--- src/rtl/mem_lsu_if.sv ---
// Data-bus bundle between the MEM-stage load/store unit and the data memory.
// Single outstanding req/ack transaction; read data is valid alongside ack.
interface mem_lsu_if;
  logic        req;
  logic        we;
  logic [31:0] addr;
  logic [3:0]  sel;
  logic [31:0] wdata;
  logic        ack;
  logic [31:0] rdata;

  modport master (
    output req, we, addr, sel, wdata,
    input  ack, rdata
  );

  modport slave (
    input  req, we, addr, sel, wdata,
    output ack, rdata
  );
endinterface

--- src/rtl/mem_lsu.sv ---
// MEM-stage load/store unit: passes ALU results through, runs one big-endian req/ack bus access per memory op.
// Aligned memory ops take IDLE+BUSY(>=1) stall cycles; stallreq holds upstream until DONE, DONE waits out stall[4].
module mem_lsu (
  input  logic        clk,
  input  logic        rst,
  input  logic [5:0]  stall,
  input  logic [7:0]  ex_aluop,
  input  logic [31:0] ex_mem_addr,
  input  logic [31:0] ex_reg2,
  input  logic [4:0]  ex_waddr,
  input  logic        ex_reg_we,
  input  logic [31:0] ex_wdata,
  input  logic        ex_hi_we,
  input  logic        ex_lo_we,
  input  logic [31:0] ex_hi,
  input  logic [31:0] ex_lo,
  output logic [4:0]  mem_waddr,
  output logic        mem_reg_we,
  output logic [31:0] mem_data,
  output logic        mem_hi_we,
  output logic        mem_lo_we,
  output logic [31:0] mem_hi,
  output logic [31:0] mem_lo,
  output logic        stallreq,
  output logic        mem_misalign,
  mem_lsu_if.master   dbus
);

  localparam logic [7:0] EXE_LB_OP  = 8'b1110_0000;
  localparam logic [7:0] EXE_LBU_OP = 8'b1110_0100;
  localparam logic [7:0] EXE_LH_OP  = 8'b1110_0001;
  localparam logic [7:0] EXE_LHU_OP = 8'b1110_0101;
  localparam logic [7:0] EXE_LW_OP  = 8'b1110_0011;
  localparam logic [7:0] EXE_SB_OP  = 8'b1110_1000;
  localparam logic [7:0] EXE_SH_OP  = 8'b1110_1001;
  localparam logic [7:0] EXE_SW_OP  = 8'b1110_1011;
  localparam logic [4:0] NOP_REG_ADDR = 5'b00000;

  typedef enum logic [1:0] {SZ_B, SZ_H, SZ_W} size_t;
  typedef enum logic [1:0] {IDLE, BUSY, DONE} state_t;

  state_t state, state_nxt;

  logic        is_load, is_store, is_mem, ld_signed, misalign, go;
  size_t       size;
  logic [3:0]  sel_nxt;
  logic [31:0] wdata_nxt;
  logic [31:0] ld_ext;
  logic [31:0] ldata;

  logic        req_q, we_q;
  logic [31:0] addr_q, wdata_q;
  logic [3:0]  sel_q;

  logic unused_stall;
  assign unused_stall = ^{stall[5], stall[3:0]};

  // Opcode decode
  always_comb begin
    is_load   = 1'b0;
    is_store  = 1'b0;
    ld_signed = 1'b0;
    size      = SZ_W;
    case (ex_aluop)
      EXE_LB_OP:  begin is_load  = 1'b1; size = SZ_B; ld_signed = 1'b1; end
      EXE_LBU_OP: begin is_load  = 1'b1; size = SZ_B; end
      EXE_LH_OP:  begin is_load  = 1'b1; size = SZ_H; ld_signed = 1'b1; end
      EXE_LHU_OP: begin is_load  = 1'b1; size = SZ_H; end
      EXE_LW_OP:  begin is_load  = 1'b1; size = SZ_W; end
      EXE_SB_OP:  begin is_store = 1'b1; size = SZ_B; end
      EXE_SH_OP:  begin is_store = 1'b1; size = SZ_H; end
      EXE_SW_OP:  begin is_store = 1'b1; size = SZ_W; end
      default:    ;
    endcase
  end

  assign is_mem   = is_load | is_store;
  assign misalign = is_mem &&
                    (((size == SZ_H) && ex_mem_addr[0]) ||
                     ((size == SZ_W) && (ex_mem_addr[1:0] != 2'b00)));
  assign go       = is_mem && !misalign;

  // Big-endian lane select and store-data replication
  always_comb begin
    sel_nxt   = 4'b1111;
    wdata_nxt = ex_reg2;
    case (size)
      SZ_B: begin
        sel_nxt   = 4'b1000 >> ex_mem_addr[1:0];
        wdata_nxt = {4{ex_reg2[7:0]}};
      end
      SZ_H: begin
        sel_nxt   = ex_mem_addr[1] ? 4'b0011 : 4'b1100;
        wdata_nxt = {2{ex_reg2[15:0]}};
      end
      default: ;
    endcase
  end

  // Load extraction; EX/MEM is frozen, so the live address picks the lane
  always_comb begin
    logic [7:0]  b;
    logic [15:0] h;
    case (ex_mem_addr[1:0])
      2'd0:    b = dbus.rdata[31:24];
      2'd1:    b = dbus.rdata[23:16];
      2'd2:    b = dbus.rdata[15:8];
      default: b = dbus.rdata[7:0];
    endcase
    h = ex_mem_addr[1] ? dbus.rdata[15:0] : dbus.rdata[31:16];
    case (size)
      SZ_B:    ld_ext = {{24{ld_signed & b[7]}}, b};
      SZ_H:    ld_ext = {{16{ld_signed & h[15]}}, h};
      default: ld_ext = dbus.rdata;
    endcase
  end

  always_ff @(posedge clk or posedge rst) begin
    if (rst) state <= IDLE;
    else     state <= state_nxt;
  end

  always_comb begin
    state_nxt    = state;
    stallreq     = 1'b0;
    mem_misalign = misalign;
    mem_waddr    = ex_waddr;
    mem_reg_we   = ex_reg_we;
    mem_data     = ex_wdata;
    mem_hi_we    = ex_hi_we;
    mem_lo_we    = ex_lo_we;
    mem_hi       = ex_hi;
    mem_lo       = ex_lo;

    case (state)
      IDLE:    if (go) state_nxt = BUSY;
      BUSY:    if (dbus.ack) state_nxt = DONE;
      DONE:    if (!stall[4]) state_nxt = IDLE;
      default: state_nxt = IDLE;
    endcase

    if (is_mem) begin
      if (misalign) begin
        mem_reg_we = 1'b0;
      end else if (state == DONE) begin
        if (is_store) mem_reg_we = 1'b0;
        else          mem_data   = ldata;
      end else begin
        stallreq   = 1'b1;
        mem_reg_we = 1'b0;
      end
    end

    if (rst) begin
      stallreq     = 1'b0;
      mem_misalign = 1'b0;
      mem_waddr    = NOP_REG_ADDR;
      mem_reg_we   = 1'b0;
      mem_data     = 32'h0;
      mem_hi_we    = 1'b0;
      mem_lo_we    = 1'b0;
      mem_hi       = 32'h0;
      mem_lo       = 32'h0;
    end
  end

  // Bus fields are latched on launch and held until the acknowledging edge
  always_ff @(posedge clk or posedge rst) begin
    if (rst) begin
      req_q   <= 1'b0;
      we_q    <= 1'b0;
      addr_q  <= 32'h0;
      sel_q   <= 4'h0;
      wdata_q <= 32'h0;
      ldata   <= 32'h0;
    end else if (state == IDLE && go) begin
      req_q   <= 1'b1;
      we_q    <= is_store;
      addr_q  <= {ex_mem_addr[31:2], 2'b00};
      sel_q   <= sel_nxt;
      wdata_q <= wdata_nxt;
    end else if (state == BUSY && dbus.ack) begin
      req_q   <= 1'b0;
      ldata   <= ld_ext;
    end
  end

  assign dbus.req   = req_q;
  assign dbus.we    = we_q;
  assign dbus.addr  = addr_q;
  assign dbus.sel   = sel_q;
  assign dbus.wdata = wdata_q;

endmodule

--- src/flat_wrapper.sv ---
// flat-port wrapper written by rule: the top's interface ports become plain ports
module mem_lsu_flat 
  (clk, rst, stall, ex_aluop, ex_mem_addr, ex_reg2, ex_waddr, ex_reg_we, ex_wdata, ex_hi_we, ex_lo_we, ex_hi, ex_lo, mem_waddr, mem_reg_we, mem_data, mem_hi_we, mem_lo_we, mem_hi, mem_lo, stallreq, mem_misalign, dbus_req, dbus_we, dbus_addr, dbus_sel, dbus_wdata, dbus_ack, dbus_rdata);
  mem_lsu_if dbus_i ();
  input  logic clk;
  input  logic rst;
  input  logic [5:0] stall;
  input  logic [7:0] ex_aluop;
  input  logic [31:0] ex_mem_addr;
  input  logic [31:0] ex_reg2;
  input  logic [4:0] ex_waddr;
  input  logic ex_reg_we;
  input  logic [31:0] ex_wdata;
  input  logic ex_hi_we;
  input  logic ex_lo_we;
  input  logic [31:0] ex_hi;
  input  logic [31:0] ex_lo;
  output logic [4:0] mem_waddr;
  output logic mem_reg_we;
  output logic [31:0] mem_data;
  output logic mem_hi_we;
  output logic mem_lo_we;
  output logic [31:0] mem_hi;
  output logic [31:0] mem_lo;
  output logic stallreq;
  output logic mem_misalign;
  output wire logic [$bits(dbus_i.req)-1:0] dbus_req;
  output wire logic [$bits(dbus_i.we)-1:0] dbus_we;
  output wire logic [$bits(dbus_i.addr)-1:0] dbus_addr;
  output wire logic [$bits(dbus_i.sel)-1:0] dbus_sel;
  output wire logic [$bits(dbus_i.wdata)-1:0] dbus_wdata;
  input wire logic [$bits(dbus_i.ack)-1:0] dbus_ack;
  input wire logic [$bits(dbus_i.rdata)-1:0] dbus_rdata;
  assign dbus_req = dbus_i.req;
  assign dbus_we = dbus_i.we;
  assign dbus_addr = dbus_i.addr;
  assign dbus_sel = dbus_i.sel;
  assign dbus_wdata = dbus_i.wdata;
  assign dbus_i.ack = dbus_ack;
  assign dbus_i.rdata = dbus_rdata;
  mem_lsu u_core (.clk(clk), .rst(rst), .stall(stall), .ex_aluop(ex_aluop), .ex_mem_addr(ex_mem_addr), .ex_reg2(ex_reg2), .ex_waddr(ex_waddr), .ex_reg_we(ex_reg_we), .ex_wdata(ex_wdata), .ex_hi_we(ex_hi_we), .ex_lo_we(ex_lo_we), .ex_hi(ex_hi), .ex_lo(ex_lo), .mem_waddr(mem_waddr), .mem_reg_we(mem_reg_we), .mem_data(mem_data), .mem_hi_we(mem_hi_we), .mem_lo_we(mem_lo_we), .mem_hi(mem_hi), .mem_lo(mem_lo), .stallreq(stallreq), .mem_misalign(mem_misalign), .dbus(dbus_i));
endmodule
--- config.mk ---
export PLATFORM = sky130hd
export DESIGN_NAME = mem_lsu_flat
export DESIGN_NICKNAME = d
export VERILOG_FILES = /design/src/rtl/mem_lsu_if.sv /design/src/rtl/mem_lsu.sv /design/src/flat_wrapper.sv
export SDC_FILE = /design/constraint.sdc
export NUM_CORES = 1
export LEC_CHECK = 0
export ABC_AREA = 1
export CAP_MARGIN = 25
export CORE_AREA = 8 8 146 148
export CTS_BUF_LIST = sky130_fd_sc_hd__clkbuf_8
export DETAILED_ROUTE_END_ITERATION = 8
export DIE_AREA = 0 0 154 156
export HOLD_SLACK_MARGIN = 0.1
export PLACE_DENSITY_LB_ADDON = 0.3
export RECOVER_POWER = 50
export SLEW_MARGIN = 20
export SYNTH_ARGS = -nofsm -noshare
export SYNTH_HDL_FRONTEND = slang
export SYNTH_SLANG_ARGS = --single-unit
--- constraint.sdc ---
create_clock -name clk -period 11.6 [get_ports clk]
set_input_delay 3.48 -clock clk [delete_from_list [all_inputs] [get_ports clk]]
set_output_delay 3.48 -clock clk [all_outputs]
set_load 0.05 [all_outputs]
==> results of run 1 <==
## state kept, by name, summed over array words and instances (netlist names)
| register | cells |
|---|---|
| u_core.dbus.wdata | 32 |
| u_core.ldata | 32 |
| u_core.dbus.addr | 30 |
| u_core.dbus.sel | 4 |
| u_core.state | 2 |
| u_core.dbus.req | 1 |
| u_core.dbus.we | 1 |
## synth_stat cells (2+ instances only)
cell	instances	area (um2)
nand2_1	419	1573
nor2_1	145	544.3
nand3_2	2	20.02
nand2_2	3	18.77
buf_4	3	22.52
buf_2	18	90.09
o21ai_0	16	80.08
buf_6	4	45.04
clkinv_1	3	11.26
a21oi_1	17	85.08
inv_1	124	465.5
clkbuf_1	31	116.4
nand4_1	3	18.77
nand3_1	90	450.4
inv_2	3	11.26
a2bb2oi_1	16	140.1
o2111ai_1	6	52.55
buf_1	3	11.26
dfrtp_1	102	2552
nor2_4	2	22.52
## final timing paths
path	to	cells after the start
max in group asynchronous	u_core.dbus.addr[30]$_DFFE_PP0P_	3
worst min-delay path	u_core.dbus.wdata[4]$_DFFE_PP0P_	2
worst max register to register	u_core.ldata[18]$_DFFE_PP0P_	6
worst min register to register	u_core.dbus.wdata[4]$_DFFE_PP0P_	2
min in group asynchronous	u_core.ldata[23]$_DFFE_PP0P_	2
worst max-delay path	mem_data[26]	11
## power breakdown
group / total (uW) / switching, uW / internal [uW] / leakage (uW)
Combinational: 535 / 340 / 195 / 0.00426
Sequential: 465 / 38.6 / 427 / 0.00133
Clock: 258 / 131 / 127 / 0.000109
## cell type report
class	count	area, um2
tap	238	297.8
multi-input combinational	732	3108
timing repair buffer	395	3921
fill	1790	8486
inverter	130	493.0
antenna	1	2.502
clock inverter	5	81.33
clock buffer	10	137.6
sequential	102	2552
## layer usage
metal	GRT usage, %	share of wire, %	up-vias
li1	-	-	3795
met1	26.97	41	3404
met2	38.37	47	358
met3	9.114	11	24
met4	4.713	1.3	2
met5	0	0.036	-
## logic make-up (layout without fill, tap and decap cells)
logic type | after synthesis | after routing
AND/OR/NAND/NOR | 670 | 670
buffers and inverters | 189 | 540
flip-flops | 102 | 102
AO/OA/AOI/OAI | 60 | 60
other | 1 | 3
## metrics by stage
stage / instances / area [um2] / power, uW / setup WS, ps / hold WS (ps)
floorplan: 1023 / 6446 / 787.9 / 482.6 / 449.5
global route: 1613 / 10590 / 1322 / 832.6 / 489.4
CTS: 1611 / 10630 / 1286 / 1351 / 481.3
detailed placement: 1596 / 10410 / 1025 / 1373 / 457.3
finish: 1613 / 10590 / 1257 / 1045 / 472.0
global placement: 1596 / 10410 / 1019 / 1354 / 452.4
## critical path, stage by stage
cell             delay (ps)
clkdlybuf4s50_1         520
nand2_1                  90
nor2_1                  450
nand3_1                 230
nand3_1                 210
nand4_2                 530
buf_12                  410
nand2_1                  80
nand2_1                  50
nor2_1                  170
clkdlybuf4s50_1         840
==> reports/results.ini, run 1 <==
[status]
status = complete, but fails checks
violations = capacitance limit, slew limit

[yosys]
synthFlopType = dfrtp_1
synthCells = 1022
synth_compound_area_share_pct = 6.234
synth_edf_count = 0
synth_seq_cells = 102
synth-simple-area-share_pct = 42.09
synth_top_family_by_area = simple AND/OR/NAND/NOR gates
yosys.area_share.xor_xnor_pct = 0
synthesis.area_um2 = 6442
muxShareOfSynthArea_pct = 0
seq_area_frac_synth_pct = 39.62
syn_area_per_cell_um2 = 6.304
synth_cell_types = 32
ys_warn_count = 0
async_flop_share_pct = 100.0
synthAdderAreaFrac_pct = 0

[floorplanning]
die_height_um = 156
start_util_pct = 33.77
coreArea_um2 = 19080
num_rows = 51
die_w_um = 154
dieArea_um2 = 24020
ioPinCount = 393

[place]
numPortBuffers = 385
dp_hpwl_mm = 21.53
gp_congestion = 0.8998

[critical_path]
worstReg2RegStart = u_core.state[1]$_DFFE_PP0P_
endpoint_kind = output pin
worstPathMaxFanout = 45
rrSetupSlack_ps = 8400
cp-startpoint = ex_aluop[6]
critPathRequiredTime_ps = 8120
cp-start-kind = input port
critPathArrivalTime_ps = 7080
critPathKind = in -> out

[sta]
worst_pin_slew_ps = 4136
fin_crit_sh_pct = 90.99
fin_tns_setup_ps = 0
drv_slew = 166
setup_viol = 0
rsz0062_at_grt = false
relSlewSlack_pct = -176.7
worst_clock_skew_ps = 9.433
min_period_ps = 10560
max_freq_mhz = 94.74
final_hold_viol_count = 0

[clock_tree]
post-cts-setup-buffer-count = 0
cts-root-buf = clkbuf_8
cts_sinks = 102
clkTransAtPathRegs_ps = 90
cts_buffer_depth = 2
cts_resized = 0
hold_buffers = 0
clock_latency_ps = 370
cts_tree = yes
numCtsBuffers = 9
htreeDepth = 3

[drt]
wl_mm = 28.15
drtAntennaViolNets = 0
dr.pass1.iters = 5
vias = 7583
drtIter0Drc = 504
via_per_inst = 4.701
drc = 0
wl_per_cell_um = 17.45

[finish]
layout.nets = 1587
syn_to_final_growth_pct = 64.44
layout_commonest_cell = nand2_1
layout_common_cells = 419 x nand2_1, 315 x clkdlybuf4s50_1, 146 x nor2_1, 124 x inv_1, 102 x dfrtp_1
fin_util_pct = 55.53
layout-drive-gt1-share_pct = 2.693

[run]
cap_violations = 3

[grt]
grt_max_degree = 74
grt_pass1_vias = 7343
track_usage_pct = 22.79
antenna_found_initial = 2
grt_overflow_total = 0
grt_pass1_wl_mm = 43.02

[power_and_ir_drop]
ir_drop_mv = 0.05072
p_leak_uw = 0.005705
p_per_area_nw_per_um2 = 118.7

[worst_hold_path]
hp-start = u_core.dbus.wdata[4]$_DFFE_PP0P_
hp-class = reg -> reg

(Power assumes the default switching activity.)
==> inputs of run 2 (changes only) <==
Settings changed: CORE_AREA 8 8 146 148 to 2 2 154 156, DIE_AREA 0 0 154 156 to 0 0 156 158, DONT_BUFFER_PORTS set to 1.
==> reports/results.ini, run 2 (same netlist as run 1, synthesis figures left out) <==
[floorplanning]
die_w_um = 156  ; +1.3%
start_util_pct = 27.95  ; -5.8 points
die_height_um = 158  ; +1.3%
ioPinCount = 393  ; unchanged
dieArea_um2 = 24650  ; +2.6%
coreArea_um2 = 23050  ; +21%
num_rows = 56  ; +9.8%

[finish]
final_area_um2 = 6799  ; -36%
regArea_um2 = 2552  ; unchanged
diodes = 0  ; -1
layout_common_cells = 420 x nand2_1, 145 x nor2_1, 126 x inv_1, 102 x dfrtp_1, 91 x nand3_1
layout.nets = 1203  ; -24%
multi_input_area_um2 = 3133  ; +0.81%
fillers = 2583  ; +44%
fin_cells = 1281  ; -21%
layout_commonest_cell = nand2_1
syn_to_final_growth_pct = 5.535
layout-drive-gt1-share_pct = 3.835  ; +1.1 points

[power_and_ir_drop]
ir_drop_mv = 0.06079  ; +20%
p_total_uw = 1044  ; -17%
p_per_area_nw_per_um2 = 153.6  ; +29%
p_leak_uw = 0.004081  ; -28%

[run]
cap_violations = 4  ; +1

[clock_tree]
post-cts-setup-buffer-count = 0  ; unchanged
cts_sinks = 102  ; unchanged
cts-root-buf = clkbuf_8
clock_latency_ps = 370  ; about the same
numCtsBuffers = 9  ; unchanged
hold_buffers = 0  ; unchanged
cts_buffer_depth = 2  ; unchanged
clkTransAtPathRegs_ps = 110  ; +20 ps
cts_tree = yes
cts_resized = 0  ; unchanged
htreeDepth = 3  ; unchanged

[place]
dp.cells = 1265  ; -21%
numPortBuffers = 0  ; -100%
gp_congestion = 0.9785  ; +8.7%
place_area_um2 = 6646  ; -36%
dp_hpwl_mm = 17.35  ; -19%

[sta]
relSlewSlack_pct = -125.1  ; +52 points
setup_viol = 0  ; unchanged
final_hold_viol_count = 0  ; unchanged
max_freq_mhz = 100.7  ; +6.3%
min_period_ps = 9928  ; -627.6 ps
fin_tns_setup_ps = 0  ; unchanged
drv_slew = 227  ; +37%
fin_crit_sh_pct = 85.58  ; -5.4 points
worst_pin_slew_ps = 3376  ; -760.1 ps
rsz0062_at_grt = false
worst_clock_skew_ps = 10.62  ; +1.185 ps

[drt]
wl_mm = 23.31  ; -17%
vias = 6247  ; -18%
drc = 0  ; unchanged
wl_per_cell_um = 18.19  ; +4.2%
drtIter0Drc = 347  ; -31%
via_per_inst = 4.877  ; +3.7%
dr.pass1.iters = 5  ; unchanged
drtAntennaViolNets = 0  ; unchanged

[critical_path]
cp-startpoint = ex_aluop[5]
worstReg2RegStart = u_core.state[0]$_DFFE_PP0P_
rrSetupSlack_ps = 7720  ; -680 ps
endpoint_kind = output pin
timing.rr.end = u_core.dbus.we$_DFFE_PP0P_
cp-start-kind = input port
worstRegToRegCells = 5  ; -1
critPathKind = in -> out
critPathArrivalTime_ps = 6450  ; -630 ps
critPathRequiredTime_ps = 8120  ; about the same
worstPathMaxFanout = 33  ; -27%
crit_path_end = mem_data[4]

[grt]
grt_max_degree = 77  ; +4.1%
grt_overflow_total = 0  ; unchanged
grt_pass1_wl_mm = 34.37  ; -20%
grt_pass1_vias = 5815  ; -21%
antenna_found_initial = 0  ; -2
track_usage_pct = 18.45  ; -4.3 points

[status]
status = complete, but fails checks
violations = capacitance limit, slew limit

[worst_hold_path]
hp-class = reg -> reg

## run 2: worst max-delay path: stages
cell	delay [ps]
nand2_1	60
nor2_1	420
nand3_1	240
nand3_1	210
nand4_2	680
buf_4	500
nand2_1	80
nand2_1	40
nor2_1	710
## run 2: power breakdown
group	internal, uW	switching, uW
clock network	85.5	141
logic	54.7	146
registers	424	193
## run 2: layer usage
metal | vias to the layer above | global-route usage, % | wire (um)
li1 | 3020 | - | -
met1 | 2892 | 21.68 | 9504
met2 | 301 | 29.25 | 10450
met3 | 32 | 8.349 | 2663
met4 | 2 | 7.427 | 646
met5 | - | 1.449 | 43
## run 2: area by class of cell
type	count	share of cell area, %
inverter	130	7.251
tap	290	5.337
sequential	102	37.54
multi-input combinational	732	46.08
clock buffer	10	2.024
clock inverter	6	0.6625
timing repair buffer	11	1.104
## run 2: how the worst min path moves through the flow
stage / from / cells after the start / end / slack [ps]
after floorplan: u_core.ldata[0]$_DFFE_PP0P_ / 2 / u_core.ldata[0]$_DFFE_PP0P_ / 450
after global placement: u_core.ldata[11]$_DFFE_PP0P_ / 2 / u_core.ldata[11]$_DFFE_PP0P_ / 470
after detailed placement: u_core.ldata[11]$_DFFE_PP0P_ / 2 / u_core.ldata[11]$_DFFE_PP0P_ / 470
after CTS: u_core.ldata[11]$_DFFE_PP0P_ / 2 / u_core.ldata[11]$_DFFE_PP0P_ / 500
after global routing: u_core.ldata[11]$_DFFE_PP0P_ / 2 / u_core.ldata[11]$_DFFE_PP0P_ / 530
final: u_core.ldata[14]$_DFFE_PP0P_ / 2 / u_core.ldata[14]$_DFFE_PP0P_ / 490
## run 2: through the flow
step	hold WS (ps)	setup slack, ps	util (%)
after floorplan	449.5	482.6	-
after global placement	467.0	1967	28.77
after detailed placement	467.5	1941	28.83
after CTS	496.5	1935	29.62
after global routing	531.6	1300	29.49
final	489.7	1672	29.49
==> inputs of run 3 (changes only) <==
Settings changed: CORE_AREA 2 2 154 156 to 4 4 152 154.
==> reports/results.ini, run 3 (same netlist as run 1, synthesis figures left out) <==
[status]
status = complete, but fails checks
violations = capacitance limit, slew limit

[critical_path]
critPathRequiredTime_ps = 8120  ; about the same
worstPathCellList = clkinvlp_2 > buf_4 > nand2_1 > nor2_1
rrSetupSlack_ps = 8860  ; +1140 ps
slowest_stage = clkinvlp_2
critPathArrivalTime_ps = 6320  ; -130 ps
cp-start-kind = input port
critPathKind = in -> out
endpoint_kind = output pin
worstPathMaxFanout = 74  ; +120%
critPathMaxStageDelay_ps = 1610  ; +900 ps

[power_and_ir_drop]
p_total_uw = 1047  ; +0.29%
p_per_area_nw_per_um2 = 154.5  ; +0.62%
ir_drop_mv = 0.04936  ; -19%
p_leak_uw = 0.004064  ; -0.41%

[clock_tree]
cts_sinks = 102  ; unchanged
htreeDepth = 3  ; unchanged
cts-root-buf = clkbuf_8
cts_resized = 0  ; unchanged
hold_buffers = 0  ; unchanged
cts_tree = yes
cts_buffer_depth = 2  ; unchanged
numCtsBuffers = 9  ; unchanged
clock_latency_ps = 370  ; about the same
clkTransAtPathRegs_ps = 110  ; about the same
post-cts-setup-buffer-count = 0  ; unchanged

[sta]
setup_viol = 0  ; unchanged
rsz0062_at_grt = false
drv_slew = 211  ; -7.0%
max_freq_mhz = 102.1  ; +1.3%
fin_ws_ps = 1802  ; +129.1 ps
worst_pin_slew_ps = 4073  ; +697.7 ps
worst_clock_skew_ps = 12.20  ; +1.579 ps
fin_crit_sh_pct = 84.47  ; -1.1 points
final_hold_viol_count = 0  ; unchanged
min_period_ps = 9798  ; -129.1 ps
relSlewSlack_pct = -172.6  ; -48 points
fin_tns_setup_ps = 0  ; unchanged

[finish]
diodes = 0  ; unchanged
syn_to_final_growth_pct = 5.185
regArea_um2 = 2552  ; unchanged
fillers = 2387  ; -7.6%
layout-drive-gt1-share_pct = 3.939  ; +0.10 points
layout_common_cells = 420 x nand2_1, 146 x nor2_1, 125 x inv_1, 102 x dfrtp_1, 91 x nand3_1
layout_commonest_cell = nand2_1
layout.nets = 1202  ; -0.083%
multi_input_area_um2 = 3117  ; -0.52%

[floorplanning]
die_height_um = 158  ; unchanged
ioPinCount = 393  ; unchanged
start_util_pct = 29.70  ; +1.8 points
dieArea_um2 = 24650  ; unchanged
die_w_um = 156  ; unchanged
coreArea_um2 = 21690  ; -5.9%
num_rows = 54  ; -3.6%

[drt]
drc = 0  ; unchanged
wl_mm = 24.11  ; +3.4%
vias = 6257  ; +0.16%
drtAntennaViolNets = 0  ; unchanged
dr.pass1.iters = 5  ; unchanged
wl_per_cell_um = 18.98  ; +4.3%
via_per_inst = 4.927  ; +1.0%
drtIter0Drc = 485  ; +40%

[run]
cap_violations = 4  ; unchanged

[grt]
grt_max_degree = 75  ; -2.6%
antenna_found_initial = 0  ; unchanged
grt_pass1_vias = 5937  ; +2.1%
grt_pass1_wl_mm = 35.52  ; +3.4%
track_usage_pct = 18.68  ; +0.24 points
grt_overflow_total = 0  ; unchanged

[place]
gp_congestion = 0.8764  ; -10%
dp_hpwl_mm = 18.20  ; +4.9%
post-place-ws_ps = 2179  ; +238.4 ps
numPortBuffers = 0  ; unchanged

[worst_hold_path]
hp-class = reg -> reg

[run 3: path summary, 6_finish.rpt]
path                                                      to                    startpoint  depth (start not counted)
max                                             mem_data[24]                           rst                          4
max in group asynchronous  u_core.dbus.wdata[30]$_DFFE_PP0P_                           rst                          2
max reg2reg                u_core.dbus.wdata[16]$_DFFE_PP0P_   u_core.state[0]$_DFFE_PP0P_                          6
min                             u_core.ldata[12]$_DFFE_PP0P_  u_core.ldata[12]$_DFFE_PP0P_                          2
min in group asynchronous        u_core.state[1]$_DFFE_PP0P_                           rst                          1
min reg2reg                     u_core.ldata[12]$_DFFE_PP0P_  u_core.ldata[12]$_DFFE_PP0P_                          2
[run 3: critical path, delay by kind of cell]
kind | cells | cell delay [ps]
buffers and inverters | 2 | 2480
AND/OR/NAND/NOR | 2 | 320
[run 3: power breakdown]
group / internal (uW) / switching, uW / leakage [uW]
logic: 55.1 / 145 / 0.00263
registers: 424 / 193 / 0.00133
clock network: 92.5 / 137 / 0.0000978
[run 3: stage by stage]
step	util [%]	cells	hold slack [ps]	cell area [um2]
6_report	31.25	1270	489.6	6777
5_1_grt	31.25	1270	508.9	6777
4_1_cts	31.37	1269	498.6	6804
3_5_place_dp	30.48	1253	465.7	6611
3_3_place_gp	30.48	1253	466.0	6611
2_1_floorplan	-	1023	449.5	6446
[run 3: area by class of cell]
class,instances,share of cell area [%]
Tap cell,280,5.170
Sequential cell,102,37.67
Multi-Input combinational cell,732,45.99
Clock inverter,5,0.6093
Timing Repair Buffer,10,1.108
Inverter,130,7.219
Clock buffer,11,2.234
[run 3: routing by layer]
metal / track usage, % / vias up / routed length (um)
met2: 31.39 / 325 / 11440
met3: 6.479 / 19 / 2705
met4: 4.669 / 0 / 361
li1: - / 3012 / -
met5: 0 / - / 0
met1: 23.05 / 2901 / 9597
